$ cat src/rtl/alu_regfile_mc_if.sv
// rtl/alu_regfile_mc_if.sv - command/result bundle between CPU control and alu_regfile_mc
// Purpose: groups the start/ready/done handshake, the operation fields and the
//          a0/eq observation outputs into one interface.
// Signals:
//   start, ALUctrl, ALUsrc, ImmOp, rs1, rs2, rd, RegWrite : control -> execute block
//   ready, done, a0, eq                                    : execute block -> control
// Modports: master (control side), slave (execute block side).
interface alu_regfile_mc_if #(
  parameter int DATA_WIDTH     = 32,
  parameter int ADDRESS_WIDTH  = 5,
  parameter int ALU_CTRL_WIDTH = 3
);
  logic                      start;
  logic                      ready;
  logic                      done;
  logic [ALU_CTRL_WIDTH-1:0] ALUctrl;
  logic                      ALUsrc;
  logic [DATA_WIDTH-1:0]     ImmOp;
  logic [ADDRESS_WIDTH-1:0]  rs1;
  logic [ADDRESS_WIDTH-1:0]  rs2;
  logic [ADDRESS_WIDTH-1:0]  rd;
  logic                      RegWrite;
  logic [DATA_WIDTH-1:0]     a0;
  logic                      eq;

  modport master (
    output start, ALUctrl, ALUsrc, ImmOp, rs1, rs2, rd, RegWrite,
    input  ready, done, a0, eq
  );

  modport slave (
    input  start, ALUctrl, ALUsrc, ImmOp, rs1, rs2, rd, RegWrite,
    output ready, done, a0, eq
  );
endinterface

$ cat src/rtl/alu_regfile_mc.sv
// rtl/alu_regfile_mc.sv - register file plus ALU execute block with iterative multiplier
// Purpose: reads rs1/rs2, picks operand 2 (register or immediate), executes one ALU op
//          and writes rd. Single-cycle ops complete every cycle; MUL runs an iterative
//          shift-add multiplier and holds ready low until its result is written.
// Ports:
//   i_clk : clock, all state on rising edge
//   i_rst : asynchronous active-high reset
//   bus   : alu_regfile_mc_if.slave (start/ready/done handshake, op fields, a0, eq)
module alu_regfile_mc #(
  parameter int DATA_WIDTH     = 32,
  parameter int ADDRESS_WIDTH  = 5,
  parameter int ALU_CTRL_WIDTH = 3,
  parameter int A0_INDEX       = 10,
  parameter int MUL_STEP       = 1
) (
  input  logic             i_clk,
  input  logic             i_rst,
  alu_regfile_mc_if.slave  bus
);

  localparam int DEPTH = 2 ** ADDRESS_WIDTH;
  localparam int SHW   = $clog2(DATA_WIDTH);
  localparam int STEPS = DATA_WIDTH / MUL_STEP;
  localparam int CNTW  = $clog2(STEPS + 1);

  localparam logic [ALU_CTRL_WIDTH-1:0] OP_ADD = ALU_CTRL_WIDTH'(0);
  localparam logic [ALU_CTRL_WIDTH-1:0] OP_SUB = ALU_CTRL_WIDTH'(1);
  localparam logic [ALU_CTRL_WIDTH-1:0] OP_AND = ALU_CTRL_WIDTH'(2);
  localparam logic [ALU_CTRL_WIDTH-1:0] OP_OR  = ALU_CTRL_WIDTH'(3);
  localparam logic [ALU_CTRL_WIDTH-1:0] OP_XOR = ALU_CTRL_WIDTH'(4);
  localparam logic [ALU_CTRL_WIDTH-1:0] OP_SLT = ALU_CTRL_WIDTH'(5);
  localparam logic [ALU_CTRL_WIDTH-1:0] OP_SLL = ALU_CTRL_WIDTH'(6);
  localparam logic [ALU_CTRL_WIDTH-1:0] OP_MUL = ALU_CTRL_WIDTH'(7);

  typedef enum logic [1:0] {S_IDLE, S_MUL, S_WB} state_t;

  state_t                   r_state;
  state_t                   w_next;
  logic [DATA_WIDTH-1:0]    r_regs [DEPTH];
  logic [DATA_WIDTH-1:0]    r_mcand;
  logic [DATA_WIDTH-1:0]    r_mplier;
  logic [DATA_WIDTH-1:0]    r_acc;
  logic [ADDRESS_WIDTH-1:0] r_rd;
  logic                     r_rw;
  logic [CNTW-1:0]          r_cnt;
  logic                     r_done;
  logic                     r_eq;

  logic [DATA_WIDTH-1:0]    w_op1;
  logic [DATA_WIDTH-1:0]    w_op2;
  logic [DATA_WIDTH-1:0]    w_rs2_val;
  logic [DATA_WIDTH-1:0]    w_alu;
  logic [DATA_WIDTH-1:0]    w_partial;
  logic                     w_accept;
  logic                     w_is_mul;
  logic                     w_wr_en;
  logic [ADDRESS_WIDTH-1:0] w_wr_addr;
  logic [DATA_WIDTH-1:0]    w_wr_data;

  // reg[0] is never written, but force the read to zero so the x0 rule does not
  // depend on the reset value alone.
  assign w_op1     = (bus.rs1 == '0) ? '0 : r_regs[bus.rs1];
  assign w_rs2_val = (bus.rs2 == '0) ? '0 : r_regs[bus.rs2];
  assign w_op2     = bus.ALUsrc ? bus.ImmOp : w_rs2_val;

  assign w_accept  = bus.start && (r_state == S_IDLE);
  assign w_is_mul  = (bus.ALUctrl == OP_MUL);

  assign bus.ready = (r_state == S_IDLE);
  assign bus.done  = r_done;
  assign bus.eq    = r_eq;
  assign bus.a0    = r_regs[ADDRESS_WIDTH'(A0_INDEX)];

  // Single-cycle ALU; MUL is produced by the iterative path, so it and any
  // unlisted code yield 0 here.
  always_comb begin
    w_alu = '0;
    case (bus.ALUctrl)
      OP_ADD:  w_alu = w_op1 + w_op2;
      OP_SUB:  w_alu = w_op1 - w_op2;
      OP_AND:  w_alu = w_op1 & w_op2;
      OP_OR:   w_alu = w_op1 | w_op2;
      OP_XOR:  w_alu = w_op1 ^ w_op2;
      OP_SLT:  w_alu = {{(DATA_WIDTH-1){1'b0}}, ($signed(w_op1) < $signed(w_op2))};
      OP_SLL:  w_alu = w_op1 << w_op2[SHW-1:0];
      default: w_alu = '0;
    endcase
  end

  // Partial product for the low MUL_STEP multiplier bits; the multiplicand is
  // pre-shifted each cycle so only the low DATA_WIDTH bits are ever kept.
  assign w_partial = DATA_WIDTH'(r_mcand * DATA_WIDTH'(r_mplier[MUL_STEP-1:0]));

  always_ff @(posedge i_clk or posedge i_rst) begin
    if (i_rst) r_state <= S_IDLE;
    else       r_state <= w_next;
  end

  // Next state and the single regfile write port: the write comes either from
  // an accepted single-cycle op or from the MUL writeback, never both.
  always_comb begin
    w_next    = r_state;
    w_wr_en   = 1'b0;
    w_wr_addr = bus.rd;
    w_wr_data = w_alu;
    case (r_state)
      S_IDLE: begin
        if (w_accept) begin
          if (w_is_mul) w_next  = S_MUL;
          else          w_wr_en = bus.RegWrite;
        end
      end
      S_MUL: begin
        if (r_cnt == CNTW'(STEPS - 1)) w_next = S_WB;
      end
      S_WB: begin
        w_next    = S_IDLE;
        w_wr_en   = r_rw;
        w_wr_addr = r_rd;
        w_wr_data = r_acc;
      end
      default: w_next = S_IDLE;
    endcase
  end

  always_ff @(posedge i_clk or posedge i_rst) begin
    if (i_rst) begin
      for (int i = 0; i < DEPTH; i++) r_regs[i] <= '0;
    end else if (w_wr_en && (w_wr_addr != '0)) begin
      r_regs[w_wr_addr] <= w_wr_data;
    end
  end

  always_ff @(posedge i_clk or posedge i_rst) begin
    if (i_rst) begin
      r_mcand  <= '0;
      r_mplier <= '0;
      r_acc    <= '0;
      r_rd     <= '0;
      r_rw     <= 1'b0;
      r_cnt    <= '0;
      r_done   <= 1'b0;
      r_eq     <= 1'b0;
    end else begin
      r_done <= (w_accept && !w_is_mul) || (r_state == S_WB);
      if (w_accept) begin
        r_eq <= (w_op1 == w_op2);
      end
      if (w_accept && w_is_mul) begin
        r_mcand  <= w_op1;
        r_mplier <= w_op2;
        r_acc    <= '0;
        r_cnt    <= '0;
        r_rd     <= bus.rd;
        r_rw     <= bus.RegWrite;
      end else if (r_state == S_MUL) begin
        r_acc    <= r_acc + w_partial;
        r_mcand  <= r_mcand << MUL_STEP;
        r_mplier <= r_mplier >> MUL_STEP;
        r_cnt    <= r_cnt + CNTW'(1);
      end
    end
  end

endmodule

$ cat src/flat_wrapper.sv
// flat-port wrapper written by rule: the top's interface ports become plain ports
module alu_regfile_mc_flat 
#(
  parameter int DATA_WIDTH     = 32,
  parameter int ADDRESS_WIDTH  = 5,
  parameter int ALU_CTRL_WIDTH = 3,
  parameter int A0_INDEX       = 10,
  parameter int MUL_STEP       = 1
)
  (i_clk, i_rst, bus_start, bus_ALUctrl, bus_ALUsrc, bus_ImmOp, bus_rs1, bus_rs2, bus_rd, bus_RegWrite, bus_ready, bus_done, bus_a0, bus_eq);
  alu_regfile_mc_if #(.DATA_WIDTH(DATA_WIDTH), .ADDRESS_WIDTH(ADDRESS_WIDTH), .ALU_CTRL_WIDTH(ALU_CTRL_WIDTH)) bus_i ();
  input  logic i_clk;
  input  logic i_rst;
  input wire logic [$bits(bus_i.start)-1:0] bus_start;
  input wire logic [$bits(bus_i.ALUctrl)-1:0] bus_ALUctrl;
  input wire logic [$bits(bus_i.ALUsrc)-1:0] bus_ALUsrc;
  input wire logic [$bits(bus_i.ImmOp)-1:0] bus_ImmOp;
  input wire logic [$bits(bus_i.rs1)-1:0] bus_rs1;
  input wire logic [$bits(bus_i.rs2)-1:0] bus_rs2;
  input wire logic [$bits(bus_i.rd)-1:0] bus_rd;
  input wire logic [$bits(bus_i.RegWrite)-1:0] bus_RegWrite;
  output wire logic [$bits(bus_i.ready)-1:0] bus_ready;
  output wire logic [$bits(bus_i.done)-1:0] bus_done;
  output wire logic [$bits(bus_i.a0)-1:0] bus_a0;
  output wire logic [$bits(bus_i.eq)-1:0] bus_eq;
  assign bus_i.start = bus_start;
  assign bus_i.ALUctrl = bus_ALUctrl;
  assign bus_i.ALUsrc = bus_ALUsrc;
  assign bus_i.ImmOp = bus_ImmOp;
  assign bus_i.rs1 = bus_rs1;
  assign bus_i.rs2 = bus_rs2;
  assign bus_i.rd = bus_rd;
  assign bus_i.RegWrite = bus_RegWrite;
  assign bus_ready = bus_i.ready;
  assign bus_done = bus_i.done;
  assign bus_a0 = bus_i.a0;
  assign bus_eq = bus_i.eq;
  alu_regfile_mc #(.DATA_WIDTH(DATA_WIDTH), .ADDRESS_WIDTH(ADDRESS_WIDTH), .ALU_CTRL_WIDTH(ALU_CTRL_WIDTH), .A0_INDEX(A0_INDEX), .MUL_STEP(MUL_STEP)) u_core (.i_clk(i_clk), .i_rst(i_rst), .bus(bus_i));
endmodule
$ cat config.mk
export PLATFORM = sky130hd
export DESIGN_NAME = alu_regfile_mc_flat
export DESIGN_NICKNAME = d
export VERILOG_FILES = /design/src/rtl/alu_regfile_mc_if.sv /design/src/rtl/alu_regfile_mc.sv /design/src/flat_wrapper.sv
export SDC_FILE = /design/constraint.sdc
export NUM_CORES = 2
export LEC_CHECK = 0
export BUFFER_PORTS_ARGS = -buffer_cell sky130_fd_sc_hd__buf_4
export CAP_MARGIN = 20
export CORE_ASPECT_RATIO = 0.75
export CORE_MARGIN = 2
export CORE_UTILIZATION = 25
export DETAILED_ROUTE_END_ITERATION = 8
export PLACE_DENSITY = 0.49
export SLEW_MARGIN = 40
export SYNTH_ARGS = -nofsm -noshare
export SYNTH_HDL_FRONTEND = slang
export SYNTH_SLANG_ARGS = --single-unit
$ cat constraint.sdc
create_clock -name i_clk -period 93.8 [get_ports i_clk]
set_clock_uncertainty 0.15 [all_clocks]
set_input_delay 18.76 -clock i_clk [delete_from_list [all_inputs] [get_ports i_clk]]
set_output_delay 18.76 -clock i_clk [all_outputs]
set_load 0.02 [all_outputs]
# After elaboration in Yosys (flattened, before gate mapping)
# Index checks and enable logic that the tools add are counted.
[totals]
register_bits = 1136
inputBits = 55
output_inout_bits = 35
word_cells = 116
[classes]
mux = 30
n_lt_le_gt_ge = 5
bitwise_logic = 6
n_addsub = 4
n_eq_ne = 14
n_shift = 1
n_reduce_logical = 14
multipliers = 1
[ops]
columns = ["cell", "count"]
rows = [
  ["$bwmux W1024", 1],
  ["$mux W32", 15],
  ["$bmux W32 S5", 2],
  ["$pmux W32 S7", 1],
  ["$demux W32 S5", 1],
  ["$add A32 B32 Y32", 2],
  ["$and A32 B32 Y32", 1],
  ["$eq A32 B32 Y1", 1],
  ["$lt A32 B32 Y1", 1],
  ["$mul A32 B1 Y32", 1],
  ["$or A32 B32 Y32", 1],
  ["$shl A32 B5 Y32", 1],
  ["$sub A32 B32 Y32", 1],
  ["$xor A32 B32 Y32", 1],
  ["$ge A6 B6 Y1 const B", 3],
  ["$not A5 Y6", 3],
  ["$eq A3 B3 Y1 const B", 4],
  ["$mux W6", 2],
  ["$logic_not A5 Y1", 2],
  ["$add A6 B1 Y6 const B", 1],
  ["$eq A3 B2 Y1 const B", 2],
  ["$eq A6 B5 Y1 const B", 1],
  ["$lt A6 B1 Y1 const B", 1],
  ["$mux W2", 3],
  ["16 further kinds", 23],
]

# Logic depth before layout (Yosys ltp)
[logic_depth]
depth_word = 10
mapped_depth = 27
depth_no_buf = 19

# Least setup slack after synthesis
# OpenSTA, ideal clock, no wires.
[synth_timing]
kind = "input -> register"
start = "in bus_rs2[0]"
end = "reg u_core.r_regs (netlist bit u_core.bus.a0[22])"
t_arrival_ns = 24.649
setup_time_ns = 0.133
path_slack_ns = 68.868
path_buffers = 10
cell_stages = 26
t_required_ns = 93.517
cell_sequence = "buf_4 > buf_6 > buf_4 > buf_2 > clkbuf_1 > buf_2 > buf_1 > clkbuf_1 > mux4_2 > o22ai_1 > nor3_1 > o21ai_0 > nand2_1 > ha_1 > clkbuf_1 > inv_1 > a221oi_1 > o41a_1 > o211ai_1 > a211oi_1 > o21ai_0 > xnor2_1 > a221o_1 > o32ai_1 > clkbuf_1 > o21ai_0"
[synth_via]
elab_chain_cells = 10
word_cells_on_any_way = 16
classes_between = "2 x add/sub; 1 x shift; 8 x mux; 4 x bitwise; 1 x reduce/logical"
[synth_lines]
columns = ["item", "line_no", "source"]
rows = [
  ["start, declared", "flat_wrapper.sv:19", "input wire logic [$bits(bus_i.rs2)-1:0] bus_rs2;"],
  ["$not A5 Y6 (implied by the code)", "alu_regfile_mc.sv:63", "assign w_rs2_val = (bus.rs2 == '0) ? '0 : r_regs[bus.rs2];"],
  ["$bmux W32 S5", "alu_regfile_mc.sv:63", ""],
  ["$mux W32 (implied by the code) (2 in a row)", "alu_regfile_mc.sv:63", ""],
  ["$mux W32 (*)", "alu_regfile_mc.sv:63", ""],
  ["$mux W32 (*)", "alu_regfile_mc.sv:64", "assign w_op2 = bus.ALUsrc ? bus.ImmOp : w_rs2_val;"],
  ["$sub A32 B32 Y32, or another cell as far along", "alu_regfile_mc.sv:80", "OP_SUB: w_alu = w_op1 - w_op2;"],
  ["$pmux W32 S7 (*)", "alu_regfile_mc.sv:78", "case (bus.ALUctrl)"],
  ["$mux W32 (*)", "alu_regfile_mc.sv:106", "case (r_state)"],
  ["$bwmux W1024 (*)", "alu_regfile_mc.sv:130", "r_regs[w_wr_addr] <= w_wr_data;"],
  ["end signal, assigned by index", "alu_regfile_mc.sv:130", ""],
  ["end, declared", "alu_regfile_mc.sv:39", "logic [DATA_WIDTH-1:0] r_regs [DEPTH];"],
]
# Every way passes the cells marked *; elsewhere a longest branch is shown, timed or not. The select of a mux whose other input is x is not followed.
# A chain may end at the register's enable or synchronous reset.

# Worst setup path after layout
[layout_timing]
start = "in bus_rs2[2]"
end = "reg u_core.r_regs[894] (netlist bit)"
# The elaborated chain is that of the path after synthesis.

==> key figures <==
Run status
  – Status: finished clean

Synth
  – Post-synth EDFFs: 0
  – Synth Warn #: 0
  – Largest family of logic cells by synthesized area: multiplexers
  – Synth Register Bits: 1,136
  – Synth Area in Adders: 2.50%
  – Top post-synthesis cells by count: dfrtp_1, nand2_1, o21ai_0
  – Ys async rst share: 100%
  – Count of different cell masters after synthesis: 88
  – Area share of the largest cell type after synthesis: 41.6%
  – Mean Syn Cell Area: 10.5 µm²
  – Synthesized instance count: 6,529
  – Synth Flop Type: dfrtp_1
  – Synth Area in Compound Gates: 15.8%
  – Mux contribution to synthesized area: 24.7%
  – Net Count, Synth: 6,719
  – Cell Area, Synth: 68,300 µm²
  – Register area share after synthesis: 41.6%
  – Synth area leader: dfrtp_1
  – Synth Area in XOR/XNOR: 0.808%
  – Most common cell in the netlist: dfrtp_1
  – Simple-gate share of the synthesized area: 9.80%
  – Area contributors post-synth: dfrtp_1, mux4_2, mux2_2, mux2i_1, nand2_1

Cells and area
  – Final-stage net count: 6,476
  – Design area: 77,600 µm²
  – Syn-to-layout area delta: 13.7%
  – Share of layout cells above drive strength 1: 22.2%
  – Final Util: 28.5%

Power and ir drop
  – Pint: 916 µW
  – Clk network pwr share: 38.7%
  – Switch share: 32.4%
  – Logic gate share of total power: 20.4%
  – Total power: 1360 µW
  – PwrDens: 17.5 nW/µm²
  – Sequential Power Share: 40.9%
  – Peak supply drop: 0.0149 mV
  – Sw power: 439 µW
  – Leak: 0.0332 µW

Setup path
  – RR Endpoint: u_core.r_regs[890]
  – Sequence of cells on the critical path: buf_4 -> buf_4 -> or2_4 -> buf_4 -> buf_4 -> buf_4 -> o221ai_1 -> o22ai_1 -> nor3_2 -> o21ai_0 -> nand2_1 -> ha_1 -> clkinv_1 -> nor2_1 -> nand3_1 -> nor3_1 -> a211oi_1 -> a31oi_1 -> nand3_1 -> a21oi_1 -> mux2_2 -> o41ai_4 -> buf_4 -> o21ai_0
  – WS Path Type: in2reg
  – CP delay by family, top: buffers and inverters
  – CP peak stage delay: 710 ps
  – R2R cell count: 18
  – Critical path buffer and inverter count: 7
  – Crit end category: flop
  – Critical Path AT: 27,900 ps
  – Flop2flop setup slack: 87,010 ps
  – RR Startpoint: u_core.bus.a0[2]
  – Most frequent CP cell: buf_4
  – Worst-path maximum fanout: 41
  – Slowest stage cell on the critical path: buf_4
  – WP data required: 94,230 ps
  – CP Launch Type: primary input

Placement
  – Post-Place Worst Slack: 65,900 ps
  – GPL Wtd Cong: 0.942
  – Area after DPL: 73,300 µm²
  – DPL Wire Length: 191,000 µm
  – Port bufs: 89

Die
  – Top-Level Pins: 90
  – Cell Rows: 166
  – Core area: 272,000 µm²
  – Initial Utilization: 25.1%
  – Height of the die: 457 µm
  – Die Width: 607 µm
  – DIE AREA: 277,000 µm²

Timing
  – Final period utilization: 29.3%
  – Setup violators final: 0
  – RSZ-0062 raised after global routing: false
  – Final Max Slew Viols: 0
  – Max Freq: 0.0364 GHz
  – Worst-Margin Slew: 866 ps
  – Setup WS post-layout: 66,330 ps
  – Worst slew margin: 41.7%
  – Setup TNS Final: 0 ps
  – Final min period: 27,470 ps
  – Final hold vios: 0

CTS
  – CTS tree: built
  – Reg clk slew, reported paths: 60 ps
  – # clock sinks: 1,136
  – CTS Buf Count: 119
  – Root buf cell: clkbuf_16
  – Hold-fix buffers, CTS: 0
  – Clk_lat worst skew: 830 ps
  – H-Tree Depth: 3
  – Longest Clk Path Bufs: 3
  – Resized cells post-CTS: 0
  – Setup Fix Bufs, Post-CTS: 0

Detailed routing
  – Number of vias per cell: 5.59
  – DRC: 0
  – Post-Route WL: 287,000 µm
  – Initial DRC Count: 7,249
  – DRT antenna net count: 0
  – DRT Pass-1 Iters: 6
  – Avg WL per Cell: 28.7 µm
  – Vias: 55,800

Global routing
  – GRT Total Usage: 20.2%
  – First-pass GRT wire length: 413,000 µm
  – Grt ovf: 0
  – Pin count of the biggest net entering global routing: 100
  – Vias in the first global route: 53,800
  – Initial antenna violation count: 5

Flow run
  – Max-cap violations: 0

Hold path
  – Worst min path class: reg2reg
  – Worst hold endpoint: u_core.r_regs[1016]
  – Worst hold start: u_core.r_regs[1016]
  – Hold path depth: 0
cell type report:
class                   instances  area (µm²)
flip-flops and latches       1136       28400
diodes                          1        2.50
clock buffers                 166        3440
well taps                    3612        4520
repair buffers                302        2810
multi-input cells            4608       37200
clock inverters                54         788
inverters                     119         458
fillers                     28000      194000
power by group through the flow:
stage | registers, µW | logic (µW) | clock network, µW
final | 554 | 276 | 525
after global placement | 561 | 267 | 0
after global routing | 558 | 296 | 551
after floorplan | 549 | 180 | 0
after detailed placement | 562 | 271 | 0
after CTS | 553 | 272 | 531
cell families (layout without fill, tap and decap cells):
family	after synthesis	after routing
flip-flops	1136	1136
adder cells (fa/ha/maj)	135	135
buffers and inverters	785	641
AND/OR/NAND/NOR	1577	1577
XOR/XNOR	63	63
multiplexers	1143	1143
AO/OA/AOI/OAI	1690	1690
other	0	1
worst max path at each step:
stage | depth (start not counted) | end | slack [ps] | startpoint
after floorplan | 1 | u_core.bus.a0[0] | 42900 | i_rst
after global placement | 23 | u_core.r_regs[758] | 65390 | bus_rs2[0]
after detailed placement | 21 | u_core.r_regs[730] | 65900 | bus_rs2[2]
after CTS | 21 | u_core.r_regs[730] | 66670 | bus_rs2[2]
after global routing | 23 | u_core.r_regs[636] | 66160 | bus_rs2[2]
final | 24 | u_core.r_regs[894] | 66330 | bus_rs2[2]
through the flow:
step / hold WS [ps] / cells
floorplan: 291 / 6529
global placement: 231 / 9748
detailed placement: 237 / 9774
CTS: 253 / 9994
global route: 263 / 9997
finish: 249 / 9998
per-layer routing:
metal / up-vias / global-route usage, % / routed length [µm]
li1: 23700 / - / -
met1: 28900 / 29.2 / 129000
met2: 2775 / 29.6 / 122000
met3: 473 / 4.29 / 25300
met4: 0 / 7.01 / 11200
met5: - / 0 / 0
sequential cells by signal, summed over array words and instances (netlist names):
register	count
u_core.bus.a0	32
u_core.bus.done	1
u_core.bus.eq	1
u_core.r_acc	32
u_core.r_cnt	6
u_core.r_mcand	32
u_core.r_mplier	32
u_core.r_rd	5
u_core.r_regs	992
u_core.r_rw	1
u_core.r_state	2
cells in the final DEF (no fill, tap or decap), drive strengths merged, types with 8 or more instances in the layout:
cell type / n
clkbuf: 168
bufinv: 16
a31oi: 54
mux2: 369
mux2i: 379
o21bai: 21
ha: 133
or2: 10
o41ai: 8
a21oi: 236
nand3: 73
a221oi: 46
a211oi: 27
nor2: 368
mux4: 395
or3: 11
a21o: 41
o221ai: 134
a22oi: 120
xnor2: 48
a22o: 40
nor3: 114
o22ai: 122
nand2: 833
and3: 27
nor2b: 25
nor4: 19
inv: 120
nand4: 15
o211ai: 27
o21ai: 629
dfrtp: 1136
o31ai: 112
and2: 38
buf: 300
xor2: 15
o21a: 13
clkinv: 30
nand2b: 19
No activity file was read; power rests on OpenSTA's default activity.
